[config.mk]
export PLATFORM = sky130hd
export DESIGN_NAME = mul_cdb_buffer
export DESIGN_NICKNAME = d
export VERILOG_FILES = /design/src/rtl/sys_defs.sv /design/src/rtl/mul_result_fifo.sv /design/src/rtl/mul_cdb_buffer.sv
export SDC_FILE = /design/constraint.sdc
export NUM_CORES = 1
export LEC_CHECK = 0
export ABC_AREA = 1
export BUFFER_PORTS_ARGS = -buffer_cell sky130_fd_sc_hd__buf_2
export CAP_MARGIN = 15
export CORE_ASPECT_RATIO = 1.25
export CORE_MARGIN = 5
export CORE_UTILIZATION = 54
export DETAILED_ROUTE_END_ITERATION = 7
export GPL_TIMING_DRIVEN = 0
export PLACE_DENSITY = 0.75
export SLEW_MARGIN = 10
export SYNTH_ARGS = -nofsm -noshare
export SYNTH_HDL_FRONTEND = slang
export SYNTH_SLANG_ARGS = --single-unit
[constraint.sdc]
create_clock -name clock -period 4.5 [get_ports clock]
set_input_delay 0.45 -clock clock [delete_from_list [all_inputs] [get_ports clock]]
set_output_delay 0.45 -clock clock [all_outputs]
set_load 0.01 [all_outputs]
[src/rtl/sys_defs.sv]
// sys_defs: shared widths and the multiplier-to-CDB result entry.
package sys_defs;
    localparam int XLEN = 32;
    localparam int PRF_LEN = 6;
    localparam int ROB_LEN = 5;
    localparam int MUL_BUF_DEPTH = 8;
    localparam int MUL_STAGE = 8;

    typedef struct packed {
        logic [XLEN-1:0]    value;
        logic [PRF_LEN-1:0] prf_idx;
        logic [ROB_LEN-1:0] rob_idx;
        logic [XLEN-1:0]    PC;
    } MUL_CDB_ENTRY;
endpackage

[src/rtl/mul_result_fifo.sv]
// mul_result_fifo: circular FIFO of CDB entries; caller guarantees push/pop are legal.
module mul_result_fifo
    import sys_defs::*;
#(
    parameter int DEPTH = MUL_BUF_DEPTH
) (
    input  logic                         clock,
    input  logic                         reset,
    input  logic                         flush,
    input  logic                         push,
    input  logic                         pop,
    input  MUL_CDB_ENTRY                 wr_entry,
    output logic [$clog2(DEPTH+1)-1:0]   count,
    output MUL_CDB_ENTRY                 head_entry
);
    localparam int PW = $clog2(DEPTH);
    localparam int CW = $clog2(DEPTH + 1);

    MUL_CDB_ENTRY  mem [DEPTH];
    logic [PW-1:0] head;
    logic [PW-1:0] tail;

    assign head_entry = mem[head];

    always_ff @(posedge clock) begin
        if (reset || flush) begin
            head  <= '0;
            tail  <= '0;
            count <= '0;
        end else begin
            if (push) tail <= tail + 1'b1;
            if (pop) head <= head + 1'b1;
            count <= count + CW'(push) - CW'(pop);
        end
    end

    // Storage is not reset; stale slots are never visible because count gates reads.
    always_ff @(posedge clock) begin
        if (push) mem[tail] <= wr_entry;
    end
endmodule

[src/rtl/mul_cdb_buffer.sv]
// mul_cdb_buffer: buffers non-stallable multiplier results for the CDB, issues
// credits to the MUL RS, and drops results belonging to squashed ops.
module mul_cdb_buffer
    import sys_defs::*;
#(
    parameter int DEPTH   = MUL_BUF_DEPTH,
    parameter int MUL_LAT = MUL_STAGE
) (
    input  logic               clock,
    input  logic               reset,
    input  logic               squash,
    input  logic               mul_enable,
    output logic               mul_ready,
    input  logic               mul_valid,
    input  logic [XLEN-1:0]    mul_value,
    input  logic [PRF_LEN-1:0] mul_prf_idx,
    input  logic [ROB_LEN-1:0] mul_rob_idx,
    input  logic [XLEN-1:0]    mul_PC,
    output logic               cdb_req,
    input  logic               cdb_grant,
    output logic [XLEN-1:0]    cdb_value,
    output logic [PRF_LEN-1:0] cdb_prf_idx,
    output logic [ROB_LEN-1:0] cdb_rob_idx,
    output logic [XLEN-1:0]    cdb_PC,
    output logic               ovf_err
);
    localparam int CW = $clog2(DEPTH + 1);
    localparam int LW = $clog2(MUL_LAT + 1);

    logic [CW-1:0] count;
    logic [LW-1:0] inflight;
    logic [LW-1:0] inflight_next;
    logic [LW-1:0] drop_cnt;
    logic          underflow;
    logic          accept;
    logic          pop;
    logic          push;
    logic          overflow;
    MUL_CDB_ENTRY  head_entry;

    assign underflow     = mul_valid && inflight == '0;
    assign inflight_next = inflight + LW'(mul_enable) - LW'(mul_valid && !underflow);
    assign accept        = mul_valid && drop_cnt == '0 && !squash;
    assign pop           = cdb_grant && cdb_req && !squash;
    // A full buffer still accepts when the head leaves in the same cycle.
    assign push          = accept && (count != CW'(DEPTH) || pop);
    assign overflow      = accept && !push;

    assign mul_ready   = (32'(inflight) + 32'(count)) < 32'(DEPTH);
    assign cdb_req     = count != '0;
    assign cdb_value   = head_entry.value;
    assign cdb_prf_idx = head_entry.prf_idx;
    assign cdb_rob_idx = head_entry.rob_idx;
    assign cdb_PC      = head_entry.PC;

    mul_result_fifo #(.DEPTH(DEPTH)) fifo (
        .clock      (clock),
        .reset      (reset),
        .flush      (squash),
        .push       (push),
        .pop        (pop),
        .wr_entry   ('{value: mul_value, prf_idx: mul_prf_idx, rob_idx: mul_rob_idx, PC: mul_PC}),
        .count      (count),
        .head_entry (head_entry)
    );

    always_ff @(posedge clock) begin
        if (reset) begin
            inflight <= '0;
            drop_cnt <= '0;
            ovf_err  <= 1'b0;
        end else begin
            inflight <= inflight_next;
            ovf_err  <= ovf_err || underflow || overflow;
            if (squash) drop_cnt <= inflight_next;
            else if (mul_valid && drop_cnt != '0) drop_cnt <= drop_cnt - 1'b1;
        end
    end
endmodule
==> summary.txt <==
run status -> completed
drt initial violations -> 1408
most frequent cell after synthesis -> edfxtp_1
CTS tree -> done
top cells by count, synth -> edfxtp_1 (600), nor2_1 (475), nand2_1 (257)
dominant synthesized flop cell -> edfxtp_1
largest area contributor in the netlist -> edfxtp_1
Filler Cells Inserted -> 3254
WS Path Type -> reg -> reg
worst vdd ir -> 0.403 mV
placed cell count -> 2779
main combinational cell family by area after synthesis -> simple AND/OR/NAND/NOR gates
Non-Filler Instances -> 2901
CTS Sinks -> 622
top-area cell type share of the netlist area -> 73.0%
CTS clk-pin slew, worst paths -> 0.06 ns
GRT met2 Usage -> 41.2%
Synth area leaders -> edfxtp_1 (73%), nor2_1 (7.2%), o21ai_0 (5.0%)
Power Dens Cells -> 438 mW/mm^2
Leak -> 10.2 nW
via/cell ratio -> 5.67
CTS Buf Count -> 60
WL/cell -> 21.0 um
startpoint class of the critical path -> flip-flop
Netlist cell types -> 29
DP Wirelength -> 38.8 mm
final WL -> 61.1 mm
critical path's top delay family -> simple AND/OR/NAND/NOR gates
core footprint -> 0.0452 mm^2
PortBufs -> 157
Final min period -> 3.18 ns
sequential fraction of the synthesis area -> 74.8%
via count -> 16.4k
Cell Chain, Critical Path -> inv_1, ha_1, nand4_1, nor2_1, nand3_1, nor2_4, buf_16, buf_12, buf_16
max-capacitance violation count -> 0
Synth Area in XOR/XNOR -> 0.142%
RSZ-0062 raised after global routing -> false
vias in the first global route -> 16.6k
yosys warns -> 0
met3 Track Usage GR -> 4.95%
relative slew slack -> 33.7%
mux contribution to synthesized area -> 0%
Synth Area in Adders -> 1.02%
CTS Hold Bufs -> 0
grt ovf -> 0
Final #Nets -> 2363
CTS max path bufs -> 3
row cnt -> 87
cell seen most often among critical-path stages -> buf_16
share of cells above drive strength 1 -> 14.0%
Worst path slowest cell -> nor2_4
final setup vio count -> 0
CTS Root Cell -> clkbuf_16
largest net degree at the start of global routing -> 28
Syn Inst Count -> 2020
synthesized flop and latch total -> 622
Pwr Total -> 12.6 mW
crit share post-route -> 70.6%
Chip Height -> 249 um
Initial Utilization -> 54.6%
I/O pins -> 159
achievable frequency -> 315 MHz
Worst-Skew Late Latency -> 0.61 ns
Top Usage Layer GRT -> met2
Hold Fails Final Rpt -> 0
Syn Area/Cell -> 12.2 um^2
async set-or-reset flop fraction in the synthesized netlist -> 0%
syn_nets -> 2120
number of flops mapped to enable cells by yosys -> 600
Synth Area in Compound Gates -> 9.62%
simple-gate portion of the synthesized area -> 11.6%
setup skew after layout -> 0.0130 ns
Die X -> 201 um
Max FO, Critical Path -> 21
CTS resizes -> 0
GPL Wtd Cong -> 0.806
setup bufs post-CTS -> 0
DRT Pass-1 Iters -> 5
DRC viols -> 0
H-Tree Depth -> 2
Final ANT Viol Nets -> 0
Die ar. -> 0.0501 mm^2
antenna violations before repair -> 13
Final Slew Violations -> 0
mapped cell area -> 0.0247 mm^2
area grow syn2layout -> 16.8%
Setup crit end kind -> flip-flop
Setup WS post-layout -> 1.32 ns
worst path arrival time -> 3.48 ns
first-pass GRT wire length -> 92.8 mm
actual slew at the worst max-slew pin -> 0.995 ns
Worst path max stage delay -> 0.71 ns
CP bufs+invs -> 4
met1 global-route usage -> 29.5%
pre-CTS setup slack -> 1.32 ns
worst path required time -> 4.81 ns
GRT Util Overall -> 23.7%
Tightest Hold Check Type -> in -> reg
[power breakdown]
| group | switching, mW | leakage (nW) | internal, mW |
|---|---|---|---|
| Combinational | 0.674 | 3.67 | 0.360 |
| Clock | 2.12 | 0.999 | 2.93 |
| Sequential | 0.0479 | 5.58 | 6.49 |
| Total | 2.84 | 10.2 | 9.78 |
[registers in the layout, summed over array words and instances (netlist names), named ones only]
register,count
fifo.mem,600
drop_cnt,4
fifo.count,4
inflight,4
fifo.head,3
fifo.tail,3
ovf_err,1
[metrics by stage]
step / hold WS (ns) / util [%] / setup TNS, ns / instance area (um^2)
6_report: 0.0916 / 63.8 / 0 / 28800
2_1_floorplan: 0.444 / - / -111.00 / 24700
5_1_grt: 0.0807 / 63.8 / 0 / 28800
3_3_place_gp: 0.452 / 58.0 / -1087.43 / 26200
4_1_cts: 0.0576 / 63.7 / 0 / 28800
3_5_place_dp: 0.463 / 59.3 / 0 / 26800
[worst paths after layout]
kind | endpoint | slack [ns] | cells past startpoint | from
hold / removal | inflight[3]$_SDFF_PP0_ | 0.09 | 2 | reset
setup reg to reg | fifo.mem[1][46]$_DFFE_PP_ | 1.32 | 9 | drop_cnt[0]$_SDFFE_PP0P_
hold reg to reg | flip-flop | 0.47 | 2 | fifo.head[2]$_SDFFE_PP0P_
setup / recovery | fifo.mem[1][46]$_DFFE_PP_ | 1.32 | 9 | drop_cnt[0]$_SDFFE_PP0P_
[layout make-up]
cell class              count  area (um^2)  area share (%)
well taps                 578          723            2.51
repair buffers            181         1360            4.71
diodes                      8         20.0          0.0695
plain buffers             116          558            1.94
multi-input cells        1248         5580            19.4
inverters                  34          128           0.443
flip-flops and latches    622        18500            64.1
clock buffers              66         1550            5.36
clock inverters            48          443            1.54
[cell usage in the layout, fill, tap and decap left out]
| master | netlist | layout |
|---|---|---|
| nor4_1 | 1 | 1 |
| dfxtp_1 | 22 | 22 |
| o21ai_0 | 248 | 248 |
| diode_2 | 0 | 8 |
| a21boi_0 | 1 | 1 |
| ha_1 | 17 | 17 |
| clkinv_4 | 0 | 2 |
| nor2_1 | 475 | 467 |
| clkbuf_16 | 0 | 61 |
| nand4_1 | 3 | 3 |
| fa_1 | 2 | 2 |
| o21ai_1 | 205 | 205 |
| xnor2_1 | 2 | 2 |
| clkinv_1 | 0 | 13 |
| nand2_1 | 257 | 257 |
| buf_6 | 11 | 11 |
| o22ai_1 | 1 | 1 |
| inv_2 | 1 | 1 |
| clkinv_2 | 0 | 22 |
| buf_4 | 2 | 2 |
| nor3b_1 | 1 | 1 |
| a21oi_1 | 13 | 13 |
| edfxtp_1 | 600 | 600 |
| clkbuf_2 | 4 | 4 |
| inv_6 | 0 | 3 |
| bufinv_16 | 0 | 8 |
| buf_12 | 0 | 12 |
| inv_1 | 33 | 33 |
| nand3_1 | 15 | 15 |
| o21bai_1 | 1 | 1 |
| clkbuf_1 | 61 | 66 |
| nand3b_1 | 1 | 1 |
| buf_2 | 22 | 179 |
| xor2_1 | 2 | 2 |
| buf_16 | 0 | 12 |
| nor2_4 | 0 | 8 |
| buf_1 | 16 | 16 |
| o211ai_1 | 1 | 1 |
| a31oi_1 | 2 | 2 |
[routing by layer]
metal  share of wire [%]  routed length [um]
met1                  38               23200
met2                  51               31100
met3                 7.7                4700
met4                 3.4                2060
met5                0.12                  73
[worst register-to-register path: cells and delay by family (launching register included)]
family	cells	cell delay (ns)
fa+ha+maj	1	0.20
buf+inv	4	0.80
flops	1	0.32
simple gates	4	1.54
[cell families (layout without fill, tap and decap cells)]
logic type               count (synthesis)  in the layout
flip-flops                             622            622
buffers and inverters                  150            445
adder cells (fa/ha/maj)                 19             19
AO/OA/AOI/OAI                          472            472
AND/OR/NAND/NOR                        753            753
XOR/XNOR                                 4              4
other                                    0              8
No activity file was read; power rests on OpenSTA's default activity.
